[config.mk]
export PLATFORM = sky130hd
export DESIGN_NAME = block_drawer
export DESIGN_NICKNAME = d
export VERILOG_FILES = /design/src/rtl/block_drawer.sv
export SDC_FILE = /design/constraint.sdc
export NUM_CORES = 1
export LEC_CHECK = 0
export BUFFER_PORTS_ARGS = -buffer_cell sky130_fd_sc_hd__buf_2
export CAP_MARGIN = 25
export CORE_ASPECT_RATIO = 0.75
export CORE_MARGIN = 8
export CORE_UTILIZATION = 39
export DETAILED_ROUTE_END_ITERATION = 10
export GPL_ROUTABILITY_DRIVEN = 0
export PLACE_DENSITY = 0.61
export RECOVER_POWER = 100
export SETUP_SLACK_MARGIN = 0.05
export SYNTH_ARGS = -nofsm -noshare
export SYNTH_HDL_FRONTEND = slang
export SYNTH_SLANG_ARGS = --single-unit
[constraint.sdc]
create_clock -name clk -period 4.7 [get_ports clk]
set_input_delay 0.235 -clock clk [delete_from_list [all_inputs] [get_ports clk]]
set_output_delay 0.235 -clock clk [all_outputs]
set_load 0.005 [all_outputs]
[src/rtl/block_drawer.sv]
// Erases the moving block at its previous column, then paints it at its new
// column, emitting one clipped pixel write per clock toward the VGA adapter.
module block_drawer #(
    parameter int             BLOCK_W   = 20,
    parameter int             BLOCK_H   = 4,
    parameter int             SCREEN_W  = 160,
    parameter int             SCREEN_H  = 120,
    parameter logic [2:0]     BG_COLOUR = 3'b000
) (
    input  logic       clk,
    input  logic       reset,
    input  logic       sync,
    input  logic [7:0] x,
    input  logic [6:0] y,
    input  logic [7:0] prev_x,
    input  logic [2:0] colour,
    output logic [7:0] vga_x,
    output logic [6:0] vga_y,
    output logic [2:0] vga_colour,
    output logic       plot,
    output logic       busy,
    output logic       done
);

    localparam logic [5:0] CX_LAST = 6'(BLOCK_W - 1);
    localparam logic [3:0] CY_LAST = 4'(BLOCK_H - 1);
    localparam logic [8:0] SCR_W   = 9'(SCREEN_W);
    localparam logic [7:0] SCR_H   = 8'(SCREEN_H);

    typedef enum logic [1:0] {IDLE, ERASE, DRAW, DONE} state_t;

    state_t     state, state_n;
    logic [5:0] cx, cx_n;
    logic [3:0] cy, cy_n;
    logic [7:0] lat_x, lat_x_n, lat_px, lat_px_n;
    logic [6:0] lat_y, lat_y_n;
    logic [2:0] lat_col, lat_col_n;

    logic [7:0] base_p0;
    logic [8:0] col_sum_p0;
    logic [7:0] row_sum_p0;
    logic [2:0] col_p0;
    logic       vld_p0;

    // Pixels past the right or bottom edge are dropped rather than wrapped.
    function automatic logic on_screen(input logic [8:0] cs, input logic [7:0] rs);
        return (cs < SCR_W) && (rs < SCR_H);
    endfunction

    always_comb begin
        state_n   = state;
        cx_n      = cx;
        cy_n      = cy;
        lat_x_n   = lat_x;
        lat_px_n  = lat_px;
        lat_y_n   = lat_y;
        lat_col_n = lat_col;
        case (state)
            IDLE: begin
                if (sync) begin
                    lat_x_n   = x;
                    lat_px_n  = prev_x;
                    lat_y_n   = y;
                    lat_col_n = colour;
                    cx_n      = '0;
                    cy_n      = '0;
                    state_n   = (prev_x != x) ? ERASE : DRAW;
                end
            end
            ERASE, DRAW: begin
                if (cx == CX_LAST && cy == CY_LAST) begin
                    cx_n    = '0;
                    cy_n    = '0;
                    state_n = (state == ERASE) ? DRAW : DONE;
                end else if (cx == CX_LAST) begin
                    cx_n = '0;
                    cy_n = cy + 4'd1;
                end else begin
                    cx_n = cx + 6'd1;
                end
            end
            default: state_n = IDLE;
        endcase
    end

    // Stage p0: address and colour of the pixel that will be on the outputs next cycle
    always_comb begin
        base_p0    = (state_n == ERASE) ? lat_px_n : lat_x_n;
        col_p0     = (state_n == ERASE) ? BG_COLOUR : lat_col_n;
        col_sum_p0 = {1'b0, base_p0} + {3'b000, cx_n};
        row_sum_p0 = {1'b0, lat_y_n} + {4'b0000, cy_n};
        vld_p0     = (state_n == ERASE) || (state_n == DRAW);
    end

    always_ff @(posedge clk or posedge reset) begin
        if (reset) begin
            state <= IDLE;
            cx    <= '0;
            cy    <= '0;
        end else begin
            state <= state_n;
            cx    <= cx_n;
            cy    <= cy_n;
        end
    end

    always_ff @(posedge clk) begin
        lat_x   <= lat_x_n;
        lat_px  <= lat_px_n;
        lat_y   <= lat_y_n;
        lat_col <= lat_col_n;
    end

    // Stage p1: registered pixel-write port
    always_ff @(posedge clk or posedge reset) begin
        if (reset) begin
            vga_x      <= '0;
            vga_y      <= '0;
            vga_colour <= '0;
            plot       <= 1'b0;
            busy       <= 1'b0;
            done       <= 1'b0;
        end else begin
            if (vld_p0) begin
                vga_x      <= col_sum_p0[7:0];
                vga_y      <= row_sum_p0[6:0];
                vga_colour <= col_p0;
            end
            plot <= vld_p0 && on_screen(col_sum_p0, row_sum_p0);
            busy <= vld_p0;
            done <= (state_n == DONE);
        end
    end

endmodule

# [Word level (Yosys, flattened, before mapping)]
# Cells that the tools add are included.
[classes] eq_ne=8 n_reduce_logical=6 n_mux=23 n_lt_le_gt_ge=2 addsub=4
[op_table] operator="$mux 8" n=5
[op_table] operator="$mux 6" n=3
[op_table] operator="$mux 7" n=2
[op_table] operator="$mux 4" n=3
[op_table] operator="$pmux 6 s2" n=1
[op_table] operator="$add 8x6->9" n=1
[op_table] operator="$lt 9x8->1 const B" n=1
[op_table] operator="$mux 3" n=3
[op_table] operator="$add 7x4->8" n=1
[op_table] operator="$lt 8x7->1 const B" n=1
[op_table] operator="$ne 8x8->1" n=1
[op_table] operator="$pmux 4 s2" n=1
[op_table] operator="$add 6x1->6 const B" n=1
[op_table] operator="$eq 2x2->1 const B" n=3
[op_table] operator="$eq 6x5->1 const B" n=1
[op_table] operator="$mux 2" n=3
[op_table] operator="$add 4x1->4 const B" n=1
[op_table] operator="$eq 2x1->1 const B" n=2
[op_table] operator="$eq 4x2->1 const B" n=1
[op_table] operator="$pmux 2 s2" n=1
[op_table] operator="$logic_and 1x1->1" n=3
[op_table] operator="$logic_not 2->1" n=1
[op_table] operator="$reduce_or 2->1" n=1
[op_table] operator="$logic_or 1x1->1" n=1
[op_table] operator="$mux 1" n=1
[word_totals] output_inout_bits=21 elab_cells=56 regBits=59

# [Logic depth before layout (Yosys ltp)]
[depth] ltp_word=10 mapped_depth=21 depth_no_buf=18

# [Least setup slack after synthesis]
# No wires, ideal clock.
[synth_path] kind="register to register" startpoint="register cx[0]" endpoint="register plot" synth_period_minus_slack_ns=3.723 arrival_time_ns=3.629 path_stages_with_launch=21 setup_slack_ns=0.977 setup_ns=0.094 path_buffers=2 cell_sequence="dfrtp_1 -> ha_1 -> and4b_1 -> buf_2 -> nor4bb_4 -> nor2b_1 -> o21ai_0 -> a21oi_1 -> ha_1 -> inv_1 -> buf_2 -> mux2_2 -> ha_1 -> inv_1 -> fa_1 -> nor2b_1 -> o31a_1 -> o22ai_1 -> xor2_1 -> a21oi_1 -> a211oi_1"
[synth_via] elab_chain_cells=10 elab_cells_between_ends=22 cone_classes="3 x add/sub; 2 x order compare; 3 x eq/ne; 10 x mux; 4 x reduce/logical"
[synth_lines] item="start: declaration" line="33" rtl="logic [5:0] cx, cx_n;"
[synth_lines] item="start signal: assignment" line="102" rtl="cx <= cx_n;"
[synth_lines] item="$eq 6x5->1 *" line="71" rtl="if (cx == CX_LAST && cy == CY_LAST) begin"
[synth_lines] item="$logic_and 1x1->1 *" line="71"
[synth_lines] item="$mux 2 *" line="71"
[synth_lines] item="$pmux 2 s2 *" line="58" rtl="case (state)"
[synth_lines] item="named net state_n[0]" line="32" rtl="state_t state, state_n;"
[synth_lines] item="$eq 2x1->1" line="88, 92"
[synth_lines] item="$mux 8" line="88" rtl="base_p0 = (state_n == ERASE) ? lat_px_n : lat_x_n;"
[synth_lines] item="$add 8x6->9" line="90" rtl="col_sum_p0 = {1'b0, base_p0} + {3'b000, cx_n};"
[synth_lines] item="$lt 9x8->1" line="47" rtl="return (cs < SCR_W) && (rs < SCR_H);"
[synth_lines] item="$logic_and 1x1->1" line="47"
[synth_lines] item="$logic_and 1x1->1 *" line="129" rtl="plot <= vld_p0 && on_screen(col_sum_p0, row_sum_p0);"
[synth_lines] item="end signal: assignment" line="129"
[synth_lines] item="end: declaration" line="20" rtl="output logic plot,"
# The timed path passes the listed nets; every way through them passes the cells marked *.
# A chain may end at the register's enable or synchronous reset.

# [Worst setup path in the final report]
# Ends and elaborated chain as after synthesis.

==> impl_metrics.env <==
export IMPL_grtUsageTotal_pct=13.23
export IMPL_cp_startpoint="cx[0]$_DFF_PP0_"
export IMPL_p_per_area_nw_per_um2=299.7
export IMPL_synth_area_leaders="dfrtp_1 (28%), dfxtp_1 (17%), mux2_2 (12%), ha_1 (7.1%), o21ai_0 (4.7%)"
export IMPL_path_common_cell="ha_1"
export IMPL_worst_pin_slew_ps=1870
export IMPL_cts_sinks=59
export IMPL_nets=383
export IMPL_rows=27
export IMPL_postRouteAntennaNets=0
export IMPL_yosysTopAreaCell="dfrtp_1"
export IMPL_setup_tns_ps=0
export IMPL_cts_root_buf="clkbuf_8"
export IMPL_async_flop_share_pct=55.93
export IMPL_clock_skew_ps=5.802
export IMPL_syn_num_nets=329
export IMPL_seqCellArea_um2=1346
export IMPL_fill_cells=711
export IMPL_initial_core_util_pct=40.37
export IMPL_slew_headroom_pct=-24.65
export IMPL_via_per_inst=4.868
export IMPL_dr_total_vias=2147
export IMPL_r2r_slack_ps=540
export IMPL_holdCritPathClass="in -> reg"
export IMPL_leakagePower_uw=0.001676
export IMPL_rsz0062_at_grt="false"
export IMPL_rr_worst_depth=17
export IMPL_finish_utilization_pct=47.88
export IMPL_ys_warn_count=0
export IMPL_cp_num_buf_inv=2
export IMPL_worst_path_max_delay_cell="fa_1"
export IMPL_drt_iter0_drc=99
export IMPL_r2r_end="plot$_DFF_PP0_"
export IMPL_crit_path_end_kind="register"
export IMPL_pre_cts_slack_ps=526.8
export IMPL_critPathLaunchType="register"
export IMPL_layout_commonest_cell="buf_2"
export IMPL_finalPower_uw=1062
export IMPL_worst_hold_path_endpoint="lat_y[3]$_DFF_P_"
export IMPL_synthCells=281
export IMPL_drive_gt1_share_pct=23.82
export IMPL_arrival_ps=4400
export IMPL_crit_fanout=11
export IMPL_avgRoutedWirePerCell_um=14.84
export IMPL_violations="max-capacitance violations, max-slew violations"
export IMPL_grt_ovfl_total=0
export IMPL_die_area_um2=10740
export IMPL_yosys_cell_types_count=43
export IMPL_cap_viol_max_count=1
export IMPL_multi_input_area_um2=1533
export IMPL_cts_made_buffers=9
export IMPL_r2r_start="cx[0]$_DFF_PP0_"
export IMPL_fmax_ghz=0.2406
export IMPL_grt_antenna_before_repair=0
export IMPL_grt_pass1_vias=2166
export IMPL_cp_required_ps=4950
export IMPL_synth_seq_cells=59
export IMPL_clockBufferDepth=2
export IMPL_path_clk_slew_ps=70
export IMPL_dp_hpwl_um=4965
export IMPL_crit_family="adder cells"
export IMPL_whs_ps=137.0
export IMPL_slowest_delay_ps=400
export IMPL_cts_setup_buffers=0
export IMPL_coreArea_um2=7398
export IMPL_ys_seq_area_share_pct=45.08
export IMPL_antenna_diode_count=0
export IMPL_portBuffers=49
export IMPL_cts_tree="yes"
export IMPL_min_from="y[3]"
export IMPL_synthFlopType="dfrtp_1"
export IMPL_synth_area_um2=2987
export IMPL_grt_pass1_wl_um=10920
export IMPL_insertion_delay_ps=340
export IMPL_routed_wirelength_um=6545
export IMPL_vdd_ir_drop_worst_v=0.0001992
export IMPL_cp_num_cells=17
export IMPL_hold_viol=0
export IMPL_fin_crit_ps=4156
export IMPL_drc=0
export IMPL_setup_slack_ps=543.7
export IMPL_detailedRoute_firstPassIterationCount=4
export IMPL_htree_levels=3
export IMPL_hold_path_depth=2
export IMPL_fp_dieW_um=117.0
export IMPL_layout_common_cells="buf_2 (35), dfrtp_1 (33), o21ai_0 (28)"
export IMPL_crit_path_cell_trace="ha_1, and4b_1, nor4bb_4, a31oi_1, a21oi_1, ha_1, clkinvlp_4, mux2_2, ha_1, inv_1, fa_1, nor2b_1, o31a_1, o22ai_1, xor2_1, a21oi_1, a211oi_1"
export IMPL_syn_area_per_cell_um2=10.63
export IMPL_outcome="complete, but fails checks"
export IMPL_setup_viol=0
export IMPL_num_io_pins=50
export IMPL_syn2layout_area_growth_pct=18.60
export IMPL_critPathKind="reg -> reg"
export IMPL_period_share_pct=88.43
export IMPL_yosys_area_top_type_share_pct=27.65
export IMPL_grt_max_degree=34
export IMPL_die_h_um=91.79
export IMPL_maxSlewViolCount=34
export IMPL_synth_edf_count=0
-- Yosys cell counts, types with 2 or more instances --
master     n
a211oi_1   4
a21o_1     5
a21oi_1   13
a31oi_1    2
buf_2      4
clkbuf_1   4
dfrtp_1   33
dfxtp_1   26
fa_1       2
ha_1      17
inv_1     15
mux2_2    31
mux2i_1    6
nand2_1   21
nand2b_1   5
nand3_1    3
nand4_1    5
nor2_1    12
nor2b_1    4
o21ai_0   28
or2_2      3
xnor2_1   13
xor2_1     5
-- worst register-to-register path: cells and delay by family, from the launching register on --
family / cells / cell delay [ps]
flops: 1 / 380
compound gates: 6 / 940
fa+ha+maj: 4 / 1040
simple gates: 3 / 890
buf+inv: 2 / 310
xor+xnor: 1 / 180
mux: 1 / 310
-- where the power goes --
| group | switching (uW) | internal (uW) |
|---|---|---|
| Combinational | 16.3 | 14.8 |
| Sequential | 0 | 504 |
| Clock | 200 | 327 |
-- worst max-delay path by stage --
stage / to / slack, ps
CTS: plot$_DFF_PP0_ / 470
global placement: plot$_DFF_PP0_ / 700
global route: plot$_DFF_PP0_ / 100
floorplan: plot$_DFF_PP0_ / 980
finish: plot$_DFF_PP0_ / 540
detailed placement: plot$_DFF_PP0_ / 530
-- through the flow --
stage          cells  area [um^2]
3_5_place_dp     424         3327
5_1_grt          441         3542
2_1_floorplan    281         2987
3_3_place_gp     424         3327
6_report         441         3542
4_1_cts          441         3565
-- final cells by class --
class,count,area share [%]
clock buffer,12,4.380
clock inverter,4,2.049
inverter,15,1.696
multi-input combinational,198,43.27
sequential,59,38.01
tap,101,3.568
timing repair buffer,52,7.029
-- per-layer routing --
| layer | part of all wire [%] | GRT usage [%] |
|---|---|---|
| met5 | 0 | 0 |
| met4 | 0.93 | 3.826 |
| met3 | 6.7 | 5.697 |
| met2 | 39 | 17.09 |
| met1 | 54 | 19.18 |
-- registers in the layout, indices dropped and copies added (netlist names) --
signal and cells:
vga_y 7, vga_colour 3, cy 4, cx 6, lat_col 3, plot 1, busy 1, lat_x 8
done 1, lat_y 7, state 2, lat_px 8, vga_x 8
-- logic make-up (layout without fill, tap and decap cells) --
logic type,after synthesis,count (layout),synth area share (%)
AOI/OAI and AO/OA,60,60,11.86
muxes,39,39,14.96
DFF,59,59,45.08
and+or+nand+nor,62,62,10.93
buffers and inverters,24,83,3.435
adders and majority gates,19,19,8.462
xor gates and xnor gates,18,18,5.279
-- repair_timing --
item	in CTS	in global routing
gates resized for setup	0	1
hold endpoints to repair	33	0
hold buffers	1	0
setup endpoints to repair	0	1
Power figures use the tool's default switching activity.
